--- config.mk ---
export PLATFORM = sky130hd
export DESIGN_NAME = mult32x32_arbiter
export DESIGN_NICKNAME = d
export VERILOG_FILES = /design/src/rtl/mult32x32_pkg.sv /design/src/rtl/rr_pick.sv /design/src/rtl/mult32x32_arbiter.sv
export SDC_FILE = /design/constraint.sdc
export NUM_CORES = 1
export LEC_CHECK = 0
export ABC_AREA = 1
export BUFFER_PORTS_ARGS = -buffer_cell sky130_fd_sc_hd__buf_2
export CAP_MARGIN = 20
export CORE_AREA = 2 2 182 184
export DETAILED_ROUTE_END_ITERATION = 6
export DIE_AREA = 0 0 184 186
export GPL_TIMING_DRIVEN = 0
export MAX_ROUTING_LAYER = met4
export SYNTH_ARGS = -nofsm -noshare
export SYNTH_HDL_FRONTEND = slang
export SYNTH_SLANG_ARGS = --single-unit
--- constraint.sdc ---
create_clock -name clk -period 4.6 [get_ports clk]
set_input_delay 0.23 -clock clk [delete_from_list [all_inputs] [get_ports clk]]
set_output_delay 0.23 -clock clk [all_outputs]
set_load 0.01 [all_outputs]
--- src/rtl/mult32x32_pkg.sv ---
// Shared types and widths for the multiplier arbiter slice.
package mult32x32_pkg;

  localparam int unsigned OP_W     = 32;
  localparam int unsigned PROD_W   = 64;
  localparam int unsigned FAST_LAT = 4;
  localparam int unsigned FULL_LAT = 7;

  typedef enum logic [2:0] {
    IDLE,
    LAUNCH,
    WAIT_HI,
    WAIT_LO,
    RESP
  } arb_state_t;

endpackage

--- src/rtl/rr_pick.sv ---
// Combinational round-robin picker: first set request at or after ptr, cyclic.
module rr_pick #(
  parameter int unsigned N   = 4,
  parameter int unsigned IDW = (N > 1) ? $clog2(N) : 1
) (
  input  logic [N-1:0]   req,
  input  logic [IDW-1:0] ptr,
  output logic [N-1:0]   gnt,
  output logic [IDW-1:0] gnt_id,
  output logic           gnt_valid
);

  logic [IDW-1:0] idx;

  function automatic logic [IDW-1:0] wrap(input int unsigned v);
    return IDW'(v % N);
  endfunction

  always_comb begin
    gnt       = '0;
    gnt_id    = '0;
    gnt_valid = 1'b0;
    idx       = '0;
    for (int unsigned k = 0; k < N; k++) begin
      idx = wrap(32'(ptr) + k);
      if (!gnt_valid && req[idx]) begin
        gnt[idx]  = 1'b1;
        gnt_id    = idx;
        gnt_valid = 1'b1;
      end
    end
  end

endmodule

--- src/rtl/mult32x32_arbiter.sv ---
// Round-robin sequencer sharing one mult32x32_fast between N requesters,
// with a watchdog on the multiplier busy handshake.
module mult32x32_arbiter
  import mult32x32_pkg::*;
#(
  parameter int unsigned N    = 4,
  parameter int unsigned IDW  = (N > 1) ? $clog2(N) : 1,
  parameter int unsigned WDOG = 16
) (
  input  logic                clk,
  input  logic                reset,
  input  logic [N-1:0]        req_valid,
  input  logic [N*OP_W-1:0]   req_a,
  input  logic [N*OP_W-1:0]   req_b,
  output logic [N-1:0]        req_ready,
  output logic [N-1:0]        rsp_valid,
  output logic [PROD_W-1:0]   rsp_product,
  output logic [IDW-1:0]      rsp_id,
  output logic                mult_start,
  output logic [OP_W-1:0]     mult_a,
  output logic [OP_W-1:0]     mult_b,
  input  logic                mult_busy,
  input  logic [PROD_W-1:0]   mult_product,
  output logic                err
);

  localparam int unsigned WDW = $clog2(WDOG + 1);

  arb_state_t        state_q, state_d;
  logic [IDW-1:0]    ptr_q, ptr_d;
  logic [IDW-1:0]    id_q, id_d;
  logic [OP_W-1:0]   a_q, a_d, b_q, b_d;
  logic [PROD_W-1:0] prod_q, prod_d;
  logic              err_q, err_d;
  logic [WDW-1:0]    wdog_q, wdog_d;

  logic [N-1:0]      pick_gnt;
  logic [IDW-1:0]    pick_id;
  logic              pick_vld;

  rr_pick #(
    .N   (N),
    .IDW (IDW)
  ) u_rr_pick (
    .req       (req_valid),
    .ptr       (ptr_q),
    .gnt       (pick_gnt),
    .gnt_id    (pick_id),
    .gnt_valid (pick_vld)
  );

  always_comb begin
    state_d     = state_q;
    ptr_d       = ptr_q;
    id_d        = id_q;
    a_d         = a_q;
    b_d         = b_q;
    prod_d      = prod_q;
    err_d       = err_q;
    wdog_d      = '0;
    req_ready   = '0;
    rsp_valid   = '0;
    mult_start  = 1'b0;
    rsp_product = prod_q;

    case (state_q)
      IDLE: begin
        if (pick_vld) begin
          req_ready = pick_gnt;
          for (int unsigned i = 0; i < N; i++) begin
            if (pick_gnt[i]) begin
              a_d = req_a[OP_W*i +: OP_W];
              b_d = req_b[OP_W*i +: OP_W];
            end
          end
          id_d    = pick_id;
          ptr_d   = (pick_id == IDW'(N - 1)) ? '0 : pick_id + 1'b1;
          state_d = LAUNCH;
        end
      end
      LAUNCH: begin
        mult_start = 1'b1;
        state_d    = WAIT_HI;
      end
      WAIT_HI, WAIT_LO: begin
        // WAIT_HI waits for busy to rise, WAIT_LO for it to fall.
        if ((state_q == WAIT_HI) == mult_busy) begin
          state_d = (state_q == WAIT_HI) ? WAIT_LO : RESP;
        end else if (wdog_q == WDW'(WDOG - 1)) begin
          err_d   = 1'b1;
          state_d = IDLE;
        end else begin
          wdog_d = wdog_q + 1'b1;
        end
      end
      RESP: begin
        rsp_valid[id_q] = 1'b1;
        rsp_product     = mult_product;
        prod_d          = mult_product;
        state_d         = IDLE;
      end
      default: state_d = IDLE;
    endcase
  end

  always_ff @(posedge clk or posedge reset) begin
    if (reset) begin
      state_q <= IDLE;
      ptr_q   <= '0;
      id_q    <= '0;
      a_q     <= '0;
      b_q     <= '0;
      prod_q  <= '0;
      err_q   <= 1'b0;
      wdog_q  <= '0;
    end else begin
      state_q <= state_d;
      ptr_q   <= ptr_d;
      id_q    <= id_d;
      a_q     <= a_d;
      b_q     <= b_d;
      prod_q  <= prod_d;
      err_q   <= err_d;
      wdog_q  <= wdog_d;
    end
  end

  assign rsp_id = id_q;
  assign mult_a = a_q;
  assign mult_b = b_q;
  assign err    = err_q;

endmodule

Word level (Yosys, flattened, before mapping)

Cells that the tools add are included.

Register bits: 141
Bits in latches: 0
Memory bits (writable): 0
Bits in read-only memories: 0
Input bits: 327
Output and inout port bits: 140
Word-level logic and storage cells: 106
Memories: 0

Add/subtract/negate cells: 5
Multipliers: 0
Div/mod/pow operators: 0
$lt $le $gt $ge: 10
Eq/ne operators: 9
Shift-type cells: 0
Mux-type cells: 52
Bitwise logic cells: 4
Reductions and logical operators: 18

Operator list:

| kind                | count |
|---|---|
| $mux 32             | 8 |
| $mux 64             | 1 |
| $mux 4              | 7 |
| $lt 2x3->1 const B  | 5 |
| $mux 5              | 3 |
| $mux 1              | 14 |
| $mux 3              | 4 |
| $or 4x4->4          | 3 |
| $demux 1 s2         | 5 |
| $ge 2x1->1 const B  | 5 |
| $mux 2              | 5 |
| $pmux 3 s3          | 1 |
| $bmux 1 s2          | 4 |
| $logic_and 1x1->1   | 8 |
| $eq 3x2->1 const B  | 2 |
| $reduce_and 3->1    | 2 |
| $add 5x1->5 const B | 1 |
| $eq 5x4->1 const B  | 1 |
| $add 2x1->2 const B | 2 |
| $add 2x2->2 const B | 2 |
| $reduce_and 2->1    | 2 |
| $reduce_bool 4->1   | 1 |
| $eq 3x1->1 const B  | 1 |
| $eq 3x3->1 const B  | 1 |
| other kinds (8)     | 10 |

Longest topological paths before layout

Word-level depth: 16
Depth in mapped cells: 17
Gate-level depth less buffers: 15

Cells and area by module

From an unflattened synthesis, not the netlist that was laid out.

Cells, all modules: 1,458
Area, all modules: 8,999.9 um^2

By module, submodules not included:

| module            | times used | cells each | area each (um^2) | seq. area each (um^2) |
|---|---|---|---|---|
| mult32x32_arbiter | 1          | 1,384      | 8,559.5          | 3,528.4 |
| rr_pick           | 1          | 74         | 440.4            | 0.0 |

Worst setup path after synthesis

No wires, ideal clock.

Path kind: register to register
Start point: register ptr_q[1]
End point: register a_q[0], in the netlist mult_a[0]
Setup time: 0.117 ns
Data arrival time: 2.118 ns
Data required time: 4.483 ns
Slack: 2.365 ns
Cell stages (with the launch flop): 18
Path buffers: 2
Clock period less this slack: 2.235 ns
Cells stage by stage: dfrtp_1 -> inv_1 -> ha_1 -> inv_1 -> nand3_1 -> nand2_1 -> nor2_2 -> nand2_1 -> nand2_1 -> nor2_1 -> nand2_1 -> buf_2 -> buf_2 -> nand2_1 -> nand3_1 -> nand2_1 -> nand3_1 -> nand2_1

Longest elaborated chain between the ends: 15
Elaborated cells between the ends (all ways): 53
Classes of those cells: add/sub: 3; order compare: 8; mux: 27; bitwise: 3; reduce/logical: 12

RTL lines:

| element                                                             | RTL line                 | source |
|---|---|---|
| start, declared                                                     | mult32x32_arbiter.sv:30  | `logic [IDW-1:0] ptr_q, ptr_d;` |
| start signal, assigned                                              | mult32x32_arbiter.sv:118 | `ptr_q <= ptr_d;` |
| parallel branches: the longest is 15 deep, another holds $lt 2x3->1 | n/a                      |  |
| end signal, assigned                                                | mult32x32_arbiter.sv:111 | `a_q <= '0;` |
| end signal, assigned                                                | mult32x32_arbiter.sv:120 | `a_q <= a_d;` |
| end, declared                                                       | mult32x32_arbiter.sv:32  | `logic [OP_W-1:0] a_q, a_d, b_q, b_d;` |

Parallel ways; which one is timed is not known. The select of a mux whose other input is x is not followed.
A chain may end at the register's enable or synchronous reset.

Worst setup path in the final report

Start point: register ptr_q[1]
End point: output port req_ready[3]

Longest elaborated chain between the ends: 14
Elaborated cells between the ends (all ways): 50
Classes of those cells: add/sub: 3; order compare: 8; mux: 26; bitwise: 3; reduce/logical: 10

RTL lines:

| element                                                             | RTL line                | source |
|---|---|---|
| parallel branches: the longest is 12 deep, another holds $lt 2x3->1 | n/a                     |  |
| $mux 4 (*)                                                          | mult32x32_arbiter.sv:68 | `if (pick_vld) begin` |
| $mux 4 (*)                                                          | mult32x32_arbiter.sv:66 | `case (state_q)` |
| end, declared                                                       | mult32x32_arbiter.sv:15 | `output logic [N-1:0] req_ready,` |

Mark *: on every way between the ends. The select of a mux whose other input is x is not followed.

==> impl_results.md <==
- Initial antenna violation count: 4
- Worst-path fanout max: 10
- Worst endpoint required time: 4.37 ns
- Syn_area_per_cell: 7.24 um^2
- Setup Slack @ Placement: 1.33 ns
- Post-synth cell types: 29
- Worst path cell trace: inv_1 > ha_1 > inv_1 > nand3_1 > nand2_1 > nor2_2 > a21oi_1 > nand3_1 > buf_2 > buf_2 > nand2_1 > inv_1 > buf_2
- Commonest cells after routing, fill and taps aside: 508 x buf_2, 363 x nand2_1, 216 x inv_1
- CP endpoint kind: output port
- DP HPWL: 27.3 mm
- CTS H-Tree Depth: 4
- Routability cong.: 0.907
- Share of layout cells above drive strength 1: 0.369
- IO buf count: 466
- Worst hold margin: 0.0245 ns
- Clock network power share: 0.138
- HP Class: in -> reg
- Die Span Y: 186 um
- Fin crit period: 3.39 ns
- Max Clock Skew: 0.0121 ns
- Synth top area share: 0.411
- DR pass1 iterations: 5
- Status: finished clean
- Largest area contributor in the netlist: dfrtp_1
- Slowest stage delay, CP: 0.47 ns
- Worst R2R Path Depth: 13
- Synth area leaders: dfrtp_1 41%, nand2_1 16%, nand3_1 12%
- Internal power contribution: 5050 uW
- CTS root buf: clkbuf_16
- DR iter-0 viols: 464
- F_max: 0.295 GHz
- Worst vdd ir: 429 uV
- First-pass GRT wire length: 51.0 mm
- Pin count of the biggest net entering global routing: 82
- Least-Margin Pin Slew: 0.756 ns
- CP Launch Type: flop
- Grt total ovfl: 0
- Chip width: 184 um
- Synthesized Nets: 1523
- Worst rel slew slack: 0.496
- Main synth FF type: dfrtp_1
- Synth Register Bits: 141
- Setup bufs post-CTS: 0
- Setup CP Type: reg -> out
- Number of buffers created by CTS: 17
- Power density cells: 848 mW/mm^2
- Seq pwr share: 0.207
- Yosys warns: 0
- Antenna-violating nets left: 0
- Vias: 9644
- Vias in the first global route: 9363
- TritonCTS clock tree: built
- Combinational power share: 0.655
- Routed WL: 34.6 mm
- Fin nets: 2022
- Hold Fails Final Rpt: 0
- Clock-pin slew on the worst setup and hold paths: 0.07 ns
- Worst EP arrival: 3.16 ns
- DR WL/cell: 16.4 um
- Leak Pwr: 0.00728 uW
- NetSw: 5280 uW
- Sum Neg Setup Slack: 0 ns
- Post-synthesis sequential area ratio: 0.411
- Initial Util: 0.266
- Clock sinks: 141
- Max clock buf depth: 2
- Post-synth EDFFs: 0
- Leading cell type in the layout, fill and taps excluded: buf_2
- Fillers: 3442
- Die area: 0.0342 mm^2
- Fin crit share: 0.736
- Final Max Tran Viols: 0
- Core box area: 0.0322 mm^2
- Area Growth Syn to Fin: 42.0%
- Max-capacitance violation count: 0
- Hold path cells: 2
- Fin worst setup slack: 1.21 ns
- Fraction of registers with async set/reset: 1.00
- CP max-delay cell: dfrtp_1
- Final setup fails: 0
- Clock Latency Late Sink: 0.45 ns
- Ports: 467
- Row Count: 66
- RSZ-0062 raised after global routing: no
- Post-Syn Area: 0.00858 mm^2
- Switching share of power: 0.511
- CTS resizes: 0
- CTS Hold Buffers Added: 13
- Total GRT Usage: 0.203
- Via density: 4.57
- Synthesized instance count: 1186
- DRC: 0
[worst max-delay path, delay by kind of cell (launching register included)]
kind	cells	cell delay, ns
AO/OA/AOI/OAI	1	0.09
adder cells (fa/ha/maj)	1	0.36
buffers and inverters	6	1.10
flip-flops	1	0.47
AND/OR/NAND/NOR	5	0.68
[sequential cells by signal, summed over array words and instances, names as in the netlist]
signal and flops:
err 1, mult_b 32, rsp_id 2, mult_a 32, prod_q 64, wdog_q 5
state_q 3, ptr_q 2
[path summary, 6_finish.rpt]
| path | startpoint | endpoint | slack, ns |
|---|---|---|---|
| worst max-delay path | ptr_q[1] | req_ready[3] | 1.21 |
| worst min-delay path | mult_product[37] | prod_q[37] | 0.02 |
| worst max register to register | ptr_q[1] | mult_a[19] | 1.49 |
| worst min register to register | wdog_q[0] | wdog_q[0] | 0.46 |
| max in group asynchronous | reset | prod_q[45] | 3.34 |
| min in group asynchronous | reset | mult_a[6] | 0.41 |
[synthesized netlist by cell type, types with 6 or more instances]
library cell,count
inv_1,217
buf_2,42
nand3_1,204
buf_1,8
nor2_1,16
a21oi_1,69
mux2_2,64
dfrtp_1,141
clkbuf_1,11
nand2_1,363
ha_1,10
buf_6,6
[metal layers]
| metal | up-vias | wire length [um] | GRT usage | share of wire |
|---|---|---|---|---|
| met4 | 0 | 769 | 0.0701 | 0.022 |
| met1 | 4479 | 14300 | 0.235 | 0.41 |
| met5 | - | 0 | - | 0 |
| met3 | 49 | 2540 | 0.0466 | 0.073 |
| met2 | 419 | 17000 | 0.346 | 0.49 |
| li1 | 4697 | - | - | - |
[metrics by stage]
step	util	cells	power (uW)	cell area [um^2]
detailed placement	0.356	2061	8970	11500
finish	0.378	2110	10300	12200
global route	0.378	2110	11300	12200
CTS	0.378	2106	10400	12200
floorplan	-	1186	6550	8580
global placement	0.355	2060	8870	11400
[power groups by stage]
stage / clock [uW] / sequential, uW / combinational [uW]
2_1_floorplan: 0 / 2240 / 4310
3_3_place_gp: 0 / 2130 / 6740
3_5_place_dp: 0 / 2150 / 6810
4_1_cts: 1460 / 2140 / 6850
5_1_grt: 1520 / 2210 / 7600
6_report: 1430 / 2140 / 6770
[cells by family after synthesis]
logic type	synth area share
AO/OA/AOI/OAI	0.0493
buffers and inverters	0.137
multiplexers	0.0840
XOR/XNOR	0.00306
AND/OR/NAND/NOR	0.301
adder cells (fa/ha/maj)	0.0146
flip-flops	0.411
[cell type report]
cell class                      instances  area, um^2  share of cell area
Multi-Input combinational cell        758        3880               0.318
Sequential cell                       141        3530               0.290
Timing Repair Buffer                  480        2490               0.204
Inverter                              220         831              0.0682
Tap cell                              408         510              0.0419
Clock buffer                           18         439              0.0360
Buffer                                 67         349              0.0286
Clock inverter                         14         151              0.0124
Antenna cell                            4        10.0            0.000821
Power figures use the tool's default switching activity.
